<file path="config.mk">
export PLATFORM = sky130hd
export DESIGN_NAME = hssl_cfg_pkt_rx
export DESIGN_NICKNAME = d
export VERILOG_FILES = /design/src/rtl/hssl_cfg_pkt_rx.sv
export SDC_FILE = /design/constraint.sdc
export NUM_CORES = 1
export LEC_CHECK = 0
export ABC_AREA = 1
export BUFFER_PORTS_ARGS = -buffer_cell sky130_fd_sc_hd__buf_2
export CAP_MARGIN = 20
export CORE_AREA = 2 2 108 110
export DETAILED_ROUTE_END_ITERATION = 10
export DIE_AREA = 0 0 110 112
export GPL_TIMING_DRIVEN = 1
export PLACE_DENSITY = 0.81
export SLEW_MARGIN = 20
export SYNTH_ARGS = -nofsm -noshare
export SYNTH_HDL_FRONTEND = slang
export SYNTH_SLANG_ARGS = --single-unit
</file>
<file path="constraint.sdc">
create_clock -name clk -period 1.8 [get_ports clk]
set_input_delay 0.45 -clock clk [delete_from_list [all_inputs] [get_ports clk]]
set_output_delay 0.45 -clock clk [all_outputs]
set_load 0.01 [all_outputs]
</file>
<file path="src/rtl/hssl_cfg_pkt_rx.sv">
// -----------------------------------------------------------------------------
// hssl_cfg_pkt_rx
//
// Single-entry receive buffer that separates configuration packets from normal
// traffic. A buffered packet whose key prefix matches CFG_KEY_PFX is treated
// as a register write (payload present) or dropped as malformed (no payload).
// Any other packet is forwarded unchanged through a valid/ready handshake.
//
// Optional feature (macro HSSL_CFG_ACK_EN): every register write also loads
// a one-entry acknowledge register, which is presented on the ack_* port. A
// config packet is held until that register is empty or draining.
// With the macro undefined, the ack outputs are tied to 0 and ack_rdy_in and
// reply_key_in are ignored.
//
// Ports
//   clk, resetn                 clock, asynchronous active-low reset
//   pkt_key_in/data_in/pld_in   incoming packet key, payload, payload-present
//   pkt_vld_in / pkt_rdy_out    incoming packet handshake
//   fwd_key/data/pld_out        forwarded non-config packet
//   fwd_vld_out / fwd_rdy_in    forward handshake
//   prx_addr_out/wdata_out      register word address / write data
//   prx_en_out                  single-cycle register write strobe
//   cfg_cnt_out, drop_cnt_out   pulses: write issued / malformed packet dropped
//   reply_key_in                routing key used for acknowledge packets
//   ack_key/data_out            acknowledge packet
//   ack_vld_out / ack_rdy_in    acknowledge handshake
// -----------------------------------------------------------------------------
module hssl_cfg_pkt_rx #(
    parameter int unsigned RADDR_BITS  = 8,
    parameter logic [31:0] CFG_KEY_PFX = 32'h00fffffe
) (
    input  logic                  clk,
    input  logic                  resetn,

    input  logic [31:0]           pkt_key_in,
    input  logic [31:0]           pkt_data_in,
    input  logic                  pkt_pld_in,
    input  logic                  pkt_vld_in,
    output logic                  pkt_rdy_out,

    output logic [31:0]           fwd_key_out,
    output logic [31:0]           fwd_data_out,
    output logic                  fwd_pld_out,
    output logic                  fwd_vld_out,
    input  logic                  fwd_rdy_in,

    output logic [RADDR_BITS-1:0] prx_addr_out,
    output logic [31:0]           prx_wdata_out,
    output logic                  prx_en_out,

    output logic                  cfg_cnt_out,
    output logic                  drop_cnt_out,

    input  logic [31:0]           reply_key_in,
    output logic [31:0]           ack_key_out,
    output logic [31:0]           ack_data_out,
    output logic                  ack_vld_out,
    input  logic                  ack_rdy_in
);

    localparam logic ST_EMPTY = 1'b0;
    localparam logic ST_FULL  = 1'b1;

    logic        state;
    logic        rdy_en;
    logic [31:0] buf_key;
    logic [31:0] buf_data;
    logic        buf_pld;

    logic        pfx_match;
    logic        is_cfg;
    logic        is_bad;
    logic        is_fwd;
    logic        ack_free;
    logic        cfg_go;
    logic        freed;
    logic        accept;

    logic        ack_vld;
    logic [31:0] ack_key;
    logic [31:0] ack_data;

    // Classification of the buffered entry
    assign pfx_match = ((buf_key >> RADDR_BITS) == CFG_KEY_PFX);
    assign is_cfg    = (state == ST_FULL) &&  pfx_match &&  buf_pld;
    assign is_bad    = (state == ST_FULL) &&  pfx_match && !buf_pld;
    assign is_fwd    = (state == ST_FULL) && !pfx_match;

    assign cfg_go    = is_cfg && ack_free;
    assign freed     = cfg_go || is_bad || (is_fwd && fwd_rdy_in);

    // rdy_en keeps the input closed until the first edge after reset release.
    // Ready also covers the cycle the entry is freed, so back-to-back packets
    // flow without a bubble.
    assign pkt_rdy_out = rdy_en && ((state == ST_EMPTY) || freed);
    assign accept      = pkt_vld_in && pkt_rdy_out;

    always_ff @(posedge clk or negedge resetn) begin
        if (!resetn) begin
            state    <= ST_EMPTY;
            rdy_en   <= 1'b0;
            buf_key  <= '0;
            buf_data <= '0;
            buf_pld  <= 1'b0;
        end else begin
            rdy_en <= 1'b1;
            if (accept) begin
                state    <= ST_FULL;
                buf_key  <= pkt_key_in;
                buf_data <= pkt_data_in;
                buf_pld  <= pkt_pld_in;
            end else if (freed) begin
                state    <= ST_EMPTY;
            end
        end
    end

    // Register write side: address/data forced to 0 outside the strobe
    assign prx_en_out    = cfg_go;
    assign prx_addr_out  = cfg_go ? buf_key[RADDR_BITS-1:0] : '0;
    assign prx_wdata_out = cfg_go ? buf_data : '0;
    assign cfg_cnt_out   = cfg_go;
    assign drop_cnt_out  = is_bad;

    // Forward side: data outputs are 0 when nothing is offered
    assign fwd_vld_out   = is_fwd;
    assign fwd_key_out   = is_fwd ? buf_key  : '0;
    assign fwd_data_out  = is_fwd ? buf_data : '0;
    assign fwd_pld_out   = is_fwd && buf_pld;

`ifdef HSSL_CFG_ACK_EN
    // A new write may overwrite the ack register only in a cycle where the
    // previous acknowledge is being taken, which ack_free guarantees.
    always_ff @(posedge clk or negedge resetn) begin
        if (!resetn) begin
            ack_vld  <= 1'b0;
            ack_key  <= '0;
            ack_data <= '0;
        end else if (cfg_go) begin
            ack_vld  <= 1'b1;
            ack_key  <= reply_key_in | 32'(buf_key[RADDR_BITS-1:0]);
            ack_data <= buf_data;
        end else if (ack_rdy_in) begin
            ack_vld  <= 1'b0;
        end
    end

    assign ack_free = !ack_vld || ack_rdy_in;
`else
    logic unused_ack_inputs;

    assign ack_vld  = 1'b0;
    assign ack_key  = '0;
    assign ack_data = '0;
    assign ack_free = 1'b1;
    assign unused_ack_inputs = ack_rdy_in ^ (^reply_key_in);
`endif

    assign ack_vld_out  = ack_vld;
    assign ack_key_out  = ack_vld ? ack_key  : '0;
    assign ack_data_out = ack_vld ? ack_data : '0;

endmodule
</file>
==> impl_metrics.yaml <==
routing:
  highest_layer: "met4"
  wl_met1_mm: 6.02
  met3_length_um: 867
  routed_wl_mm: 14.9
  wl_per_cell_um: 15.7
  drt-vias-per-instance: 4.61
  ant_nets: 0
  dr.pass1.iters: 5
  drc_errors: 0
  num_vias: 4382
  wl_met2_mm: 7.71
  drt_iter0_drc: 252
placed_design:
  dp.cells: 897
  dpl-instance-area_mm2: 0.00503
  portBuffers: 178
  place_worst_setup_slack_ns: -0.178
  hpwl_mm: 7.73
  gp_congestion: 0.774
floorplanning:
  rows: 39
  initial_core_util_pct: 36.6
  die_x_um: 110
  coreArea_mm2: 0.0112
  dieArea_mm2: 0.0123
  io-pin-count: 277
  die_y_um: 112
setup_path:
  path_buf_inv: 3
  path_delay_family: "simple AND/OR/NAND/NOR gates"
  cp_max_fo: 25
  critPathKind: "reg -> out"
  path_cells: "nand2_1 -> nor2_2 -> buf_4 -> nand2_1 -> nor2_1 -> nand2_1 -> nand2_2 -> buf_12 -> nor2_1 -> buf_2"
  cp.arrival_ns: 1.86
  critical_path_required_ns: 1.35
  end_kind: "primary output"
  worst_setup_path_start_kind: "flop"
  slowest_stage: "dfrtp_1"
  cpPeakStageDelay_ns: 0.34
  crit_path_frequent_cell: "nand2_1"
timing:
  min_period_over_period_pct: 129
  grt_setup_unrepaired: "yes"
  skew_ns: 0.00685
  hold_violations: 0
  fin_crit_ns: 2.31
  whs_ns: 0.0659
  fmax_mhz: 432
  finalWorstSetupSlack_ns: -0.515
  setup-tns-final_ns: -56.51
  final-setup-viol-count: 173
  maxSlewViolCount: 0
yosys:
  synthCells: 580
  synth_warnings: 0
  yosys_register_bits: 67
  ys_seq_area_share_pct: 41.0
  syn-cell-area_mm2: 0.00409
  yosys.cell_types.count: 14
  syn_area_per_cell_um2: 7.05
grt:
  overflow: 0
  first_global_vias: 3686
  grt_antenna_before_repair: 0
  grt_max_degree: 67
  grt_usage_pct: 18.7
  grt_first_pass_wirelength_mm: 17.9
power_and_ir_drop:
  combPwrFrac_pct: 31.3
  power.switching_mw: 1.67
  peakVddDrop_mv: 0.555
  p_per_area_mw_per_mm2: 769
  p_seq_share_pct: 38.0
  intPower_mw: 3.39
  switching_share_pct: 32.9
  power_mw: 5.06
  power_leakage_nw: 3.75
  clockPowerShare_pct: 30.7
final_layout:
  fin_util_pct: 58.8
  fillers: 963
  nets: 904
  area.growth.synth_to_final_pct: 60.7
  n_antenna_cell: 0
  final_common_cell: "buf_2"
  layout_common_cells: "buf_2 (159), nor2_1 (85), nand2_1 (82)"
  drive_gt1_share_pct: 45.6
  final_area_mm2: 0.00658
  instances_no_fill: 950
clocking:
  max-clock-path-buffers: 2
  hold_buffers: 0
  cts_tree: "done"
  htreeDepth: 3
  cts_root_buf: "clkbuf_16"
  cts_sinks: 67
  cts-buffers-inserted: 9
  path_clk_slew_ns: 0.05
  clock_latency_ns: 0.32
status:
  violations: "setup timing"
  status: "finished, violations left"
run:
  maxCapViolCount: 0
hold_path:
  hold_path_class: "in -> async"
## worst paths after layout
check,startpoint,end,slack [ns],cells past startpoint
setup reg to reg,buf_key[21],buf_key[3],-0.14,14
hold / removal,resetn,buf_key[20],0.07,1
setup / recovery,buf_key[21],fwd_data_out[20],-0.51,10
hold reg to reg,buf_data[26],buf_data[26],0.47,2
max in group asynchronous,resetn,buf_data[15],1.22,2
min in group clk,pkt_key_in[10],buf_key[10],0.38,3
## registers in the layout, summed over array words and instances (netlist names)
name / cells
state: 1
buf_key: 32
rdy_en: 1
buf_data: 32
buf_pld: 1
## Yosys cell counts, drive strengths merged
cell type | count | area share, %
conb | 2 | 0.18
buf | 84 | 15
clkbuf | 21 | 1.9
dfrtp | 67 | 41
nand4 | 67 | 10
nand2 | 151 | 14
nor3 | 1 | 0.12
nor2 | 114 | 10
nand3 | 3 | 0.61
inv | 70 | 6.4
## final cells by class
cell class,count,area (um2),area share [%]
Multi-Input combinational cell,403,2180,33.1
Tap cell,143,179,2.72
Inverter,70,263,4.00
Clock buffer,13,250,3.81
Sequential cell,67,1680,25.5
Timing Repair Buffer,251,2010,30.6
Clock inverter,3,15.0,0.228
## routing by layer
layer | track usage (%) | vias to the layer above
li1 | - | 2113
met1 | 23.1 | 2056
met2 | 31.6 | 194
met3 | 4.22 | 19
met4 | 6.58 | 0
met5 | 0 | -
## power groups by stage
stage	clock, mW	combinational (mW)	sequential (mW)
2_1_floorplan	0	0.767	1.88
4_1_cts	1.60	1.19	1.88
3_3_place_gp	0	1.14	1.89
3_5_place_dp	0	1.16	1.90
6_report	1.55	1.58	1.92
5_1_grt	1.67	1.74	1.95
## cell families after synthesis
kind of cell / count (synthesis) / synth area share, %
buffers and inverters: 175 / 23.5
AND/OR/NAND/NOR: 336 / 35.3
other: 2 / 0.184
flip-flops: 67 / 41.0
## repair_timing
action | 4_1_cts | 5_1_grt
pin swaps | 6 | 21
setup buffers | 9 | 4
endpoints found under the setup margin | 110 | 176
cloned | 2 | 22
gates resized for setup | 29 | 162
hold endpoints to repair | 0 | 0
No activity file was read; power rests on OpenSTA's default activity.
